**config.mk**
```make
export PLATFORM = sky130hd
export DESIGN_NAME = mul_share_ctrl
export DESIGN_NICKNAME = d
export VERILOG_FILES = /design/src/rtl/mul_share_pkg.sv /design/src/rtl/mul_step_core.sv /design/src/rtl/mul_share_ctrl.sv
export SDC_FILE = /design/constraint.sdc
export NUM_CORES = 1
export LEC_CHECK = 0
export BUFFER_PORTS_ARGS = -buffer_cell sky130_fd_sc_hd__buf_2
export CORE_ASPECT_RATIO = 1.2
export CORE_UTILIZATION = 51
export CTS_CLUSTER_DIAMETER = 150
export DETAILED_ROUTE_END_ITERATION = 10
export HOLD_SLACK_MARGIN = 0.06
export PLACE_DENSITY = 0.73
export SYNTH_ARGS = -nofsm -noshare
export SYNTH_HDL_FRONTEND = slang
export SYNTH_SLANG_ARGS = --single-unit
```
**constraint.sdc**
```tcl
create_clock -name clk -period 3.1 [get_ports clk]
set_input_delay 0.465 -clock clk [delete_from_list [all_inputs] [get_ports clk]]
set_output_delay 0.465 -clock clk [all_outputs]
set_load 0.05 [all_outputs]
```
**src/rtl/mul_share_pkg.sv**
```systemverilog
// Shared types and constants for the time-shared multiplier controller.
// The state enum, default sizes and product-width helper live here.
package mul_share_pkg;

    typedef enum logic [1:0] {
        IDLE = 2'd0,
        RUN  = 2'd1,
        DONE = 2'd2
    } state_t;

    localparam int DEF_NREQ  = 2;
    localparam int DEF_WIDTH = 4;

    function automatic int prod_w(input int width);
        return 2 * width;
    endfunction

endpackage

```
**src/rtl/mul_step_core.sv**
```systemverilog
// WIDTH-step shift-add multiplier: loads operands on start, then runs one
// step per cycle (multiplier LSB first); done marks the cycle of the final step.
module mul_step_core
    import mul_share_pkg::*;
#(
    parameter int WIDTH = DEF_WIDTH
) (
    input  logic                     clk,
    input  logic                     rstn,
    input  logic                     start,
    input  logic [WIDTH-1:0]         a,
    input  logic [WIDTH-1:0]         b,
    output logic                     done,
    output logic [prod_w(WIDTH)-1:0] product
);

    localparam int PW    = prod_w(WIDTH);
    localparam int CNT_W = $clog2(WIDTH + 1);
    localparam logic [CNT_W-1:0] LAST = CNT_W'(WIDTH - 1);

    logic [PW-1:0]    r_mcand;
    logic [WIDTH-1:0] r_mplier;
    logic [PW-1:0]    r_acc;
    logic [CNT_W-1:0] r_cnt;
    logic             r_active;

    assign done    = r_active && (r_cnt == LAST);
    assign product = r_acc;

    always_ff @(posedge clk or negedge rstn) begin
        if (!rstn) begin
            r_mcand  <= '0;
            r_mplier <= '0;
            r_acc    <= '0;
            r_cnt    <= '0;
            r_active <= 1'b0;
        end else if (start) begin
            r_mcand  <= {{WIDTH{1'b0}}, a};
            r_mplier <= b;
            r_acc    <= '0;
            r_cnt    <= '0;
            r_active <= 1'b1;
        end else if (r_active) begin
            // Zero operands still walk all WIDTH steps so latency never varies.
            if (r_mplier[0]) begin
                r_acc <= r_acc + r_mcand;
            end
            r_mcand  <= r_mcand << 1;
            r_mplier <= r_mplier >> 1;
            if (done) begin
                r_cnt    <= '0;
                r_active <= 1'b0;
            end else begin
                r_cnt <= r_cnt + CNT_W'(1);
            end
        end
    end

endmodule

```
**src/rtl/mul_share_ctrl.sv**
```systemverilog
// Round-robin arbiter and IDLE/RUN/DONE sequencer sharing one mul_step_core.
// Optional stats ports (op_count, last_id) are built when MUL_SHARE_CTRL_STATS_EN is defined.
module mul_share_ctrl
    import mul_share_pkg::*;
#(
    parameter int NREQ  = DEF_NREQ,
    parameter int WIDTH = DEF_WIDTH
) (
    input  logic                     clk,
    input  logic                     rstn,
    input  logic [NREQ-1:0]          req,
    input  logic [NREQ*WIDTH-1:0]    a,
    input  logic [NREQ*WIDTH-1:0]    b,
    output logic [NREQ-1:0]          gnt,
    output logic [NREQ-1:0]          rsp_valid,
    output logic [prod_w(WIDTH)-1:0] res,
    output logic                     busy
`ifdef MUL_SHARE_CTRL_STATS_EN
    ,
    output logic [15:0]              op_count,
    output logic [$clog2(NREQ)-1:0]  last_id
`endif
);

    localparam int PW    = prod_w(WIDTH);
    localparam int PTR_W = $clog2(NREQ);
    localparam logic [PTR_W:0]  NREQ_X = (PTR_W + 1)'(NREQ);
    localparam logic [NREQ-1:0] ONE    = NREQ'(1);

    state_t           r_state;
    state_t           w_state_nxt;
    logic [PTR_W-1:0] r_ptr;
    logic [PTR_W-1:0] w_winner;
    logic [PTR_W:0]   w_idx;
    logic             w_found;
    logic             w_start;
    logic             w_core_done;
    logic [WIDTH-1:0] w_a_sel;
    logic [WIDTH-1:0] w_b_sel;
    logic [PW-1:0]    w_product;

    logic [NREQ-1:0]  r_gnt;
    logic [NREQ-1:0]  r_rsp_valid;
    logic [PW-1:0]    r_res;
    logic             r_busy;

    // Search starts one past the last winner, so a held request yields to others.
    always_comb begin
        w_found  = 1'b0;
        w_winner = r_ptr;
        w_idx    = '0;
        for (int k = 1; k <= NREQ; k++) begin
            w_idx = {1'b0, r_ptr} + (PTR_W + 1)'(k);
            if (w_idx >= NREQ_X) begin
                w_idx = w_idx - NREQ_X;
            end
            if (!w_found && req[w_idx[PTR_W-1:0]]) begin
                w_found  = 1'b1;
                w_winner = w_idx[PTR_W-1:0];
            end
        end
    end

    assign w_a_sel = a[w_winner*WIDTH +: WIDTH];
    assign w_b_sel = b[w_winner*WIDTH +: WIDTH];

    always_comb begin
        w_state_nxt = r_state;
        w_start     = 1'b0;
        case (r_state)
            IDLE: begin
                if (w_found) begin
                    w_start     = 1'b1;
                    w_state_nxt = RUN;
                end
            end
            RUN: begin
                if (w_core_done) begin
                    w_state_nxt = DONE;
                end
            end
            DONE:    w_state_nxt = IDLE;
            default: w_state_nxt = IDLE;
        endcase
    end

    always_ff @(posedge clk or negedge rstn) begin
        if (!rstn) begin
            r_state     <= IDLE;
            r_ptr       <= PTR_W'(NREQ - 1);
            r_gnt       <= '0;
            r_rsp_valid <= '0;
            r_res       <= '0;
            r_busy      <= 1'b0;
        end else begin
            r_state     <= w_state_nxt;
            r_gnt       <= '0;
            r_rsp_valid <= '0;
            if (w_start) begin
                r_gnt  <= ONE << w_winner;
                r_ptr  <= w_winner;
                r_busy <= 1'b1;
            end
            if (r_state == DONE) begin
                r_res       <= w_product;
                r_rsp_valid <= ONE << r_ptr;
                r_busy      <= 1'b0;
            end
        end
    end

    mul_step_core #(
        .WIDTH(WIDTH)
    ) u_core (
        .clk    (clk),
        .rstn   (rstn),
        .start  (w_start),
        .a      (w_a_sel),
        .b      (w_b_sel),
        .done   (w_core_done),
        .product(w_product)
    );

    assign gnt       = r_gnt;
    assign rsp_valid = r_rsp_valid;
    assign res       = r_res;
    assign busy      = r_busy;

`ifdef MUL_SHARE_CTRL_STATS_EN
    logic [15:0]      r_op_count;
    logic [PTR_W-1:0] r_last_id;

    always_ff @(posedge clk or negedge rstn) begin
        if (!rstn) begin
            r_op_count <= '0;
            r_last_id  <= '0;
        end else if (r_state == DONE) begin
            if (r_op_count != 16'hFFFF) begin
                r_op_count <= r_op_count + 16'd1;
            end
            r_last_id <= r_ptr;
        end
    end

    assign op_count = r_op_count;
    assign last_id  = r_last_id;
`endif

endmodule

```
==> results.py, run 1 <==
metrics = {
    "timing": {
        "hold_viol_final": 0,
        "tightest_slew_ns": 0.8468,
        "max_slew_margin_pct": 43.55,
        "fin_crit_sh_pct": 66.88,
        "slew_violations": 0,
        "fin_crit_ns": 2.073,
        "grt_setup_unrepaired": "no",
        "setup_tns_ns": 0,
        "setup_slack_ns": 1.027,
        "setup-violations-final": 0,
        "fmax_mhz": 482.3,
        "skew_ns": 0.007817,
    },
    "clock_tree": {
        "post_cts_buffers": 0,
        "cts.sinks": 40,
        "cts-htree-levels": 2,
        "clk_pin_slew_ns": 0.07,
        "cts_tree": "built",
        "postCtsHoldBufs": 0,
        "numCtsBuffers": 5,
        "cts.repair.resized": 0,
        "cts_max_path_buffers": 2,
        "clock_latency_ns": 0.28,
        "root_buffer": "clkbuf_8",
    },
    "route": {
        "drc_errors": 0,
        "vias": 1532,
        "drt_wl_total_um": 3832,
        "via_per_inst": 5.511,
        "drt_iter0_markers": 53,
        "ant_nets": 0,
        "post_drt_wl_per_cell_um": 13.78,
        "firstDrtPassIters": 6,
    },
    "layout": {
        "fillers": 337,
        "stdcell_count": 278,
        "drive_gt1_share_pct": 24.34,
        "antennaDiodeCount": 0,
        "syn_to_final_growth_pct": 14.58,
        "layout.nets": 254,
    },
    "yosys": {
        "synth_area_um2": 2034,
        "synth_seq_cells": 40,
        "synth_edf_count": 0,
        "synthCells": 192,
        "synth_area_leader_cell": "dfrtp_1",
        "synthTopCellsByArea": "dfrtp_1 48%, mux2i_1 6.9%, ha_1 4.9%",
        "syn_nets": 221,
        "synth_common_cells": "39 x dfrtp_1, 16 x nand2_1, 14 x mux2i_1, 13 x a21oi_1, 12 x nor2_1",
        "yosysMostFrequentCell": "dfrtp_1",
        "async_flop_share_pct": 100.0,
        "yosys_warnings": 0,
        "synth.top_cell.area_share_pct": 47.97,
        "ys_types": 38,
        "syn_avg_cell_area_um2": 10.60,
        "synth_top_flop_cell": "dfrtp_1",
        "seq_area_frac_synth_pct": 49.26,
    },
    "pwr": {
        "peakVddDrop_mv": 0.4248,
        "clock_power_share_pct": 14.0,
        "switchingPower_uw": 1066,
        "power_leakage_uw": 0.001133,
        "p_int_uw": 1397,
        "pwr-share-comb_pct": 49.9,
        "powerDensity_nw_per_um2": 1056,
        "power_frac_seq_pct": 36.1,
        "p_sw_share_pct": 43.28,
    },
    "placement": {
        "hpwl_um": 2803,
        "dpl_worst_slack_ns": 1.052,
        "port_buffers": 32,
        "placed_cells": 270,
        "gp_congestion": 0.8371,
    },
    "die": {
        "die_area_um2": 4247,
        "start_util_pct": 54.64,
        "dieWidth_um": 59.66,
        "ioPinCount": 33,
        "fp-row-count": 24,
        "fp.coreArea_um2": 3724,
        "die_h_um": 71.19,
    },
    "worst_setup_path": {
        "crit_type": "flip-flop to flip-flop",
        "cp.required_ns": 3.26,
        "critPathCaptureType": "flip-flop",
        "arrival_ns": 2.23,
        "cp_max_fo": 3,
        "cp-start-kind": "flip-flop",
        "reg2reg_depth": 8,
    },
    "grt": {
        "grt_first_pass_wirelength_um": 6810,
        "grt_pass1_vias": 1532,
        "grt_max_degree": 41,
        "antenna_found_initial": 0,
        "groute.usage.overall_pct": 21.33,
        "overflow": 0,
    },
    "hold_path": {
        "worstHoldPathType": "primary input to async pin",
    },
    "run": {
        "maxCapViolCount": 0,
    },
    "status": {
        "outcome": "complete, no violations",
    },
}
## final timing paths
check | start | endpoint | slack [ns]
setup / recovery | u_core.r_mcand[0]$_DFFE_PN0P_ | u_core.product[6]$_DFFE_PN0P_ | 1.03
hold / removal | rstn | gnt[1]$_DFF_PN0_ | 0.28
setup reg to reg | u_core.r_mcand[0]$_DFFE_PN0P_ | u_core.product[6]$_DFFE_PN0P_ | 1.03
hold reg to reg | busy$_DFFE_PN0P_ | busy$_DFFE_PN0P_ | 0.49
max in group asynchronous | rstn | res[6]$_DFFE_PN0P_ | 2.29
min in group clk | b[4] | u_core.r_mplier[0]$_DFFE_PN0P_ | 0.48
## layout make-up
cell class	instances	area, um2	area share, %
inverters	4	15.01	0.6441
flip-flops and latches	40	1002	43.00
clock buffers	7	86.33	3.704
clock inverters	1	7.507	0.3221
well taps	52	65.06	2.791
repair buffers	36	190.2	8.159
multi-input cells	138	964.7	41.38
## kinds of logic after synthesis
group | Yosys count | synth area share [%]
adders and majority gates | 9 | 5.904
muxes | 22 | 11.32
buffers and inverters | 14 | 3.321
and+or+nand+nor | 65 | 17.16
AOI/OAI and AO/OA | 42 | 13.04
DFF | 40 | 49.26
## per-layer routing
metal	part of all wire, %	GRT usage, %	up-vias	wire length (um)
met5	0	0	-	0
met4	2.9	9.561	0	111
met3	4.1	5.302	10	156
met2	49	35.19	47	1896
met1	44	25.84	732	1668
li1	-	-	743	-
## power by group through the flow
stage          registers, uW  logic, uW  clock network [uW]
2_1_floorplan           1060        777                   0
3_3_place_gp             885       1170                   0
3_5_place_dp             899       1220                   0
4_1_cts                  888       1230                 357
5_1_grt                  916       1380                 376
6_report                 889       1230                 345
## through the flow
stage / hold WS (ns) / cell area (um2) / utilization, % / total power (uW)
after detailed placement: 0.4751 / 2237 / 60.08 / 2115
after global placement: 0.4557 / 2237 / 60.08 / 2059
after global routing: 0.3472 / 2331 / 62.60 / 2669
after CTS: 0.3075 / 2331 / 62.60 / 2471
final: 0.2794 / 2331 / 62.60 / 2462
after floorplan: 0.1694 / 2034 / - / 1841
## critical path, cell delays in order (launching register included)
cell and delay [ns]:
dfrtp_1 0.39, ha_1 0.21, inv_1 0.06, fa_1 0.43
nor2b_4 0.14, o21a_1 0.15, o21bai_1 0.08, and3_1 0.14
or3_1 0.35
## sequential cells by signal (all words and copies together) (netlist names)
| name | count |
|---|---|
| u_core.r_mcand | 8 |
| u_core.product | 8 |
| u_core.r_mplier | 4 |
| rsp_valid | 2 |
| r_state | 2 |
| gnt | 2 |
| busy | 1 |
| u_core.r_active | 1 |
| r_ptr | 1 |
| u_core.r_cnt | 3 |
| res | 8 |
## layout by cell type, fill, tap and decap left out, types with 4 or more instances in the layout
master	instances
a211oi_1	7
a21oi_1	13
buf_2	32
buf_4	4
clkbuf_8	6
dfrtp_1	39
ha_1	8
inv_1	4
mux2_2	8
mux2i_1	14
nand2_1	16
nand2b_1	4
nand3_1	4
nor2_1	12
nor2b_1	7
nor3_1	5
o21ai_0	8
Power figures use the tool's default switching activity.
==> run 2: changes to the inputs <==
- CORE_UTILIZATION: 51 -> 50
- PLACE_DENSITY: 0.73 -> 0.75
- clock period: 3.1 -> 1.8 ns (I/O delays scaled with it)
==> run 2 against run 1 <==
The flow now finishes with violations (negative setup slack). Global-route usage decreased by 0.41 points. Setup slack got worse by 1.1 ns. Flip-flop and latch count unchanged. Utilization increased by 0.82 points. Hold slack got worse by 0.0084 ns. Cell count increased by 5.4%. Total power increased by 83%. Largest cell class is now multi-input combinational cells.
==> results.py, run 2 (synthesized netlist as in run 1, its figures left out) <==
metrics = {
    "route": {
        "vias": 1564,
        "post_drt_wl_per_cell_um": 13.53,
        "drc_errors": 0,
        "drt_iter0_markers": 64,
        "drt_wl_total_um": 3963,
        "via_per_inst": 5.338,
        "ant_nets": 0,
        "firstDrtPassIters": 4,
    },
    "worst_setup_path": {
        "arrival_ns": 2.08,
        "cp.required_ns": 1.97,
        "r2r_slack_ns": -0.10,
        "cp-start-kind": "flip-flop",
        "cp_max_fo": 2,
        "reg2reg_to": "u_core.product[6]$_DFFE_PN0P_",
        "crit_type": "flip-flop to flip-flop",
        "r2r_start": "u_core.r_mcand[0]$_DFFE_PN0P_",
        "critPathCaptureType": "flip-flop",
        "reg2reg_depth": 8,
    },
    "timing": {
        "grt_setup_unrepaired": "yes",
        "setup-violations-final": 1,
        "timing.hold.ws_ns": 0.2710,
        "fmax_mhz": 525.5,
        "skew_ns": 0.006912,
        "slew_violations": 0,
        "tightest_slew_ns": 0.4986,
        "hold_viol_final": 0,
        "max_slew_margin_pct": 66.76,
        "fin_crit_sh_pct": 105.7,
        "setup_slack_ns": -0.1031,
        "fin_crit_ns": 1.903,
    },
    "clock_tree": {
        "clock_latency_ns": 0.29,
        "clk_pin_slew_ns": 0.07,
        "cts_max_path_buffers": 2,
        "cts.sinks": 40,
        "cts_tree": "built",
        "cts-htree-levels": 2,
        "root_buffer": "clkbuf_8",
        "numCtsBuffers": 5,
    },
    "hold_path": {
        "min_to": "u_core.r_mcand[0]$_DFFE_PN0P_",
        "worstHoldStart": "a[4]",
        "hold_path_depth": 3,
        "worstHoldPathType": "primary input to flip-flop",
    },
    "layout": {
        "layout_common_cells": "39 x dfrtp_1, 32 x buf_2, 16 x nand2_1, 16 x buf_4, 14 x mux2i_1",
        "multi_input_area_um2": 1005,
        "drive_gt1_share_pct": 30.96,
        "antennaDiodeCount": 0,
        "stdcell_count": 293,
        "final_cell_area_um2": 2480,
        "layout_commonest_cell": "dfrtp_1",
        "register_area_um2": 1002,
        "layout.nets": 267,
        "syn_to_final_growth_pct": 21.89,
        "fillers": 334,
    },
    "die": {
        "fp.coreArea_um2": 3910,
        "ioPinCount": 33,
        "fp-row-count": 25,
        "dieWidth_um": 60.23,
        "die_area_um2": 4329,
        "start_util_pct": 52.03,
        "die_h_um": 71.88,
    },
    "grt": {
        "grt_first_pass_wirelength_um": 6679,
        "antenna_found_initial": 0,
        "overflow": 0,
        "groute.usage.overall_pct": 20.92,
        "grt_pass1_vias": 1472,
        "grt_max_degree": 41,
    },
    "placement": {
        "placed_cells": 282,
        "gp_congestion": 0.8439,
        "port_buffers": 32,
        "dpl_worst_slack_ns": -0.07752,
        "dpl_cell_area_um2": 2317,
        "hpwl_um": 2700,
    },
    "pwr": {
        "powerDensity_nw_per_um2": 1816,
        "power_frac_seq_pct": 34.1,
        "pwr-share-comb_pct": 51.7,
        "switchingPower_uw": 1891,
        "peakVddDrop_mv": 0.6825,
        "p_sw_share_pct": 41.99,
        "p_int_uw": 2613,
        "clock_power_share_pct": 14.2,
        "power_leakage_uw": 0.001206,
    },
    "status": {
        "outcome": "complete, but fails checks",
        "violations": "negative setup slack",
    },
    "run": {
        "maxCapViolCount": 0,
    },
}
## run 2: cell count changes in the layout (fill, tap and decap cells not counted), sizes merged
cell and delta:
clkbuf +1, clkinvlp -1, buf +12, dlygate4sd3 +1
## run 2: how the worst max path moves through the flow
| stage | start | endpoint | slack (ns) | depth (start not counted) |
|---|---|---|---|---|
| global route | u_core.r_mcand[0]$_DFFE_PN0P_ | u_core.product[6]$_DFFE_PN0P_ | -0.19 | 8 |
| detailed placement | u_core.r_mcand[0]$_DFFE_PN0P_ | u_core.product[6]$_DFFE_PN0P_ | -0.08 | 8 |
| CTS | u_core.r_mcand[0]$_DFFE_PN0P_ | u_core.product[6]$_DFFE_PN0P_ | -0.08 | 8 |
| finish | u_core.r_mcand[0]$_DFFE_PN0P_ | u_core.product[6]$_DFFE_PN0P_ | -0.10 | 8 |
| global placement | u_core.r_mcand[0]$_DFFE_PN0P_ | u_core.product[6]$_DFFE_PN0P_ | -0.05 | 8 |
| floorplan | u_core.r_mcand[0]$_DFFE_PN0P_ | u_core.product[6]$_DFFE_PN0P_ | -0.06 | 8 |
## run 2: critical path: stages (launching register included)
cell and delay, ns:
dfrtp_1 0.37, ha_2 0.19, inv_2 0.04, fa_2 0.36, nor2b_4 0.12, o21a_1 0.13
o21bai_1 0.07, and3_1 0.14, or3_1 0.36
## run 2: area by class of cell
class                      instances  area share (%)
multi-input combinational        138           40.51
tap                               54           2.725
clock buffer                       8           4.036
timing repair buffer              49           11.71
sequential                        40           40.41
inverter                           4          0.6054
## run 2: repair_timing
action / 4_1_cts / 5_1_grt
hold buffers: 1 / 0
hold endpoints to repair: 39 / 0
pin swaps: 0 / 3
resized for setup: 0 / 7
setup buffers: 1 / 1
setup endpoints to repair: 2 / 4
## run 2: power groups by stage
stage	registers [uW]	logic, uW	clock network [uW]
3_3_place_gp	1520	2180	0
6_report	1540	2330	639
2_1_floorplan	1830	1340	0
3_5_place_dp	1530	2210	0
5_1_grt	1580	2590	693
4_1_cts	1520	2250	659
## run 2: per-stage QoR
step	TNS, ns	power, uW	utilization, %
6_report	-0.1031	4505	63.42
4_1_cts	-0.08224	4422	62.27
5_1_grt	-0.3682	4868	63.42
3_3_place_gp	-0.04689	3698	59.26
3_5_place_dp	-0.07752	3748	59.26
2_1_floorplan	-0.05524	3175	-
## run 2: routing by layer
metal / share of wire (%) / track usage (%)
met1: 43 / 26.81
met2: 51 / 32.84
met3: 3.2 / 5.415
met4: 2.7 / 9.044
met5: 0 / 0
==> run 3: changes to the inputs <==
- CORE_ASPECT_RATIO: 1.2 -> not set
==> run 3 against run 2 <==
The flow still finishes with violations (negative setup slack). Wire length increased by 3.1%. Sequential share of layout area about the same. Via count increased by 1.3%. Setup slack got worse by 0.030 ns. First-iteration DRC count increased by 33%. Global-route usage increased by 1.1 points. Maximum frequency decreased by 1.6%. Die area about the same. Hold slack improved by 0.00091 ns. Register-to-register slack got worse by 0.03 ns. Critical path type unchanged.
==> results.py, run 3 (synthesized netlist as in run 1, its figures left out) <==
metrics = {
    "worst_setup_path": {
        "critPathCaptureType": "flip-flop",
        "crit_type": "flip-flop to flip-flop",
        "cp_max_fo": 2,
        "arrival_ns": 2.11,
        "reg2reg_depth": 8,
        "cp-start-kind": "flip-flop",
        "cp.required_ns": 1.97,
    },
    "placement": {
        "placed_cells": 280,
        "port_buffers": 32,
        "hpwl_um": 3019,
        "dpl_cell_area_um2": 2352,
        "gp_congestion": 0.8218,
    },
    "run": {
        "maxCapViolCount": 0,
    },
    "timing": {
        "tightest_slew_ns": 0.5242,
        "slew_violations": 0,
        "hold_viol_final": 0,
        "fin_crit_ns": 1.933,
        "skew_ns": 0.004310,
        "setup-violations-final": 4,
        "fin_crit_sh_pct": 107.4,
        "fmax_mhz": 517.3,
        "max_slew_margin_pct": 65.05,
        "setup_slack_ns": -0.1332,
        "grt_setup_unrepaired": "yes",
        "setup_tns_ns": -0.2390,
    },
    "clock_tree": {
        "numCtsBuffers": 5,
        "cts.sinks": 40,
        "cts_tree": "built",
        "cts_max_path_buffers": 2,
        "clock_latency_ns": 0.29,
        "clk_pin_slew_ns": 0.07,
        "root_buffer": "clkbuf_8",
        "cts-htree-levels": 2,
    },
    "die": {
        "die_area_um2": 4328,
        "fp-row-count": 22,
        "start_util_pct": 53.95,
        "dieWidth_um": 65.79,
        "ioPinCount": 33,
        "die_h_um": 65.79,
        "fp.coreArea_um2": 3771,
    },
    "pwr": {
        "power_uw": 4477,
        "powerDensity_nw_per_um2": 1804,
        "peakVddDrop_mv": 0.7597,
        "power_leakage_uw": 0.001212,
    },
    "layout": {
        "layout_common_cells": "39 x dfrtp_1, 32 x buf_2, 19 x buf_4",
        "layout.nets": 271,
        "antennaDiodeCount": 0,
        "stdcell_count": 291,
        "fillers": 289,
        "layout_commonest_cell": "dfrtp_1",
        "final_cell_area_um2": 2481,
        "syn_to_final_growth_pct": 21.96,
        "drive_gt1_share_pct": 31.69,
    },
    "route": {
        "post_drt_wl_per_cell_um": 14.03,
        "firstDrtPassIters": 4,
        "via_per_inst": 5.447,
        "drt_wl_total_um": 4084,
        "drc_errors": 0,
        "drt_iter0_markers": 85,
        "vias": 1585,
        "ant_nets": 0,
    },
    "grt": {
        "antenna_found_initial": 0,
        "grt_first_pass_wirelength_um": 6941,
        "groute.usage.overall_pct": 22.05,
        "grt_max_degree": 24,
        "grt_pass1_vias": 1560,
        "overflow": 0,
    },
    "hold_path": {
        "hold_path_depth": 3,
        "worstHoldPathType": "primary input to flip-flop",
    },
    "status": {
        "violations": "negative setup slack",
        "outcome": "complete, but fails checks",
    },
}
==> run 3: changes by cell type in the layout (fill, tap and decap cells not counted), sizes merged <==
cell,change
buf,+4
clkbuf,-1
clkinv,+1
==> run 3: stage by stage <==
step                hold slack [ns]  setup WS (ns)  util, %
floorplan                  -0.02559       -0.05524        -
global placement             0.2268       -0.03373    62.38
detailed placement           0.2289        -0.1084    62.38
CTS                          0.2644       -0.09360    65.36
global route                 0.2838        -0.2017    65.79
finish                       0.2719        -0.1332    65.79
==> run 3: cell type report <==
| class | instances | area (um2) | share of cell area (%) |
|---|---|---|---|
| Tap cell | 48 | 60.06 | 2.421 |
| Inverter | 4 | 15.01 | 0.6051 |
| Multi-Input combinational cell | 138 | 989.7 | 39.89 |
| Clock buffer | 7 | 76.32 | 3.076 |
| Clock inverter | 1 | 5.005 | 0.2017 |
| Timing Repair Buffer | 53 | 332.8 | 13.41 |
| Sequential cell | 40 | 1002 | 40.39 |
==> run 3: power by group <==
part	total (uW)	internal (uW)	switching, uW
Clock	567	272	295
Combinational	2400	1020	1380
Sequential	1510	1270	238
==> run 3: routing by layer <==
layer	share of wire, %	up-vias	GRT usage (%)
li1	-	780	-
met1	47	761	27.85
met2	47	35	35.20
met3	3.6	9	5.345
met4	2.1	0	10.60
met5	0	-	0
==> run 3: what timing repair did <==
item,CTS,global route
hold buffers,1,0
setup buffers,1,1
gates cloned,0,0
hold endpoints to repair,17,0
gates resized for setup,5,2
endpoints found under the setup margin,2,4
pin swaps,3,7
==> run 3: worst max-delay path, stage by stage (launching register included) <==
cell and delay, ns:
dfrtp_1 0.35, ha_2 0.19, inv_2 0.04, fa_2 0.36, nor2b_4 0.12, o21a_1 0.15, o21bai_2 0.08, and3_1 0.16
or3_1 0.35
==> run 3: final timing paths <==
path	endpoint	slack, ns	startpoint
min	u_core.r_mplier[2]$_DFFE_PN0P_	0.27	b[6]
max reg2reg	u_core.product[6]$_DFFE_PN0P_	-0.13	u_core.product[0]$_DFFE_PN0P_
min reg2reg	r_state[1]$_DFFE_PN0P_	0.47	u_core.r_cnt[2]$_DFFE_PN0P_
max	u_core.product[6]$_DFFE_PN0P_	-0.13	u_core.product[0]$_DFFE_PN0P_
max in group asynchronous	r_ptr$_DFFE_PN1P_	0.83	rstn
min in group asynchronous	res[2]$_DFFE_PN0P_	0.43	rstn
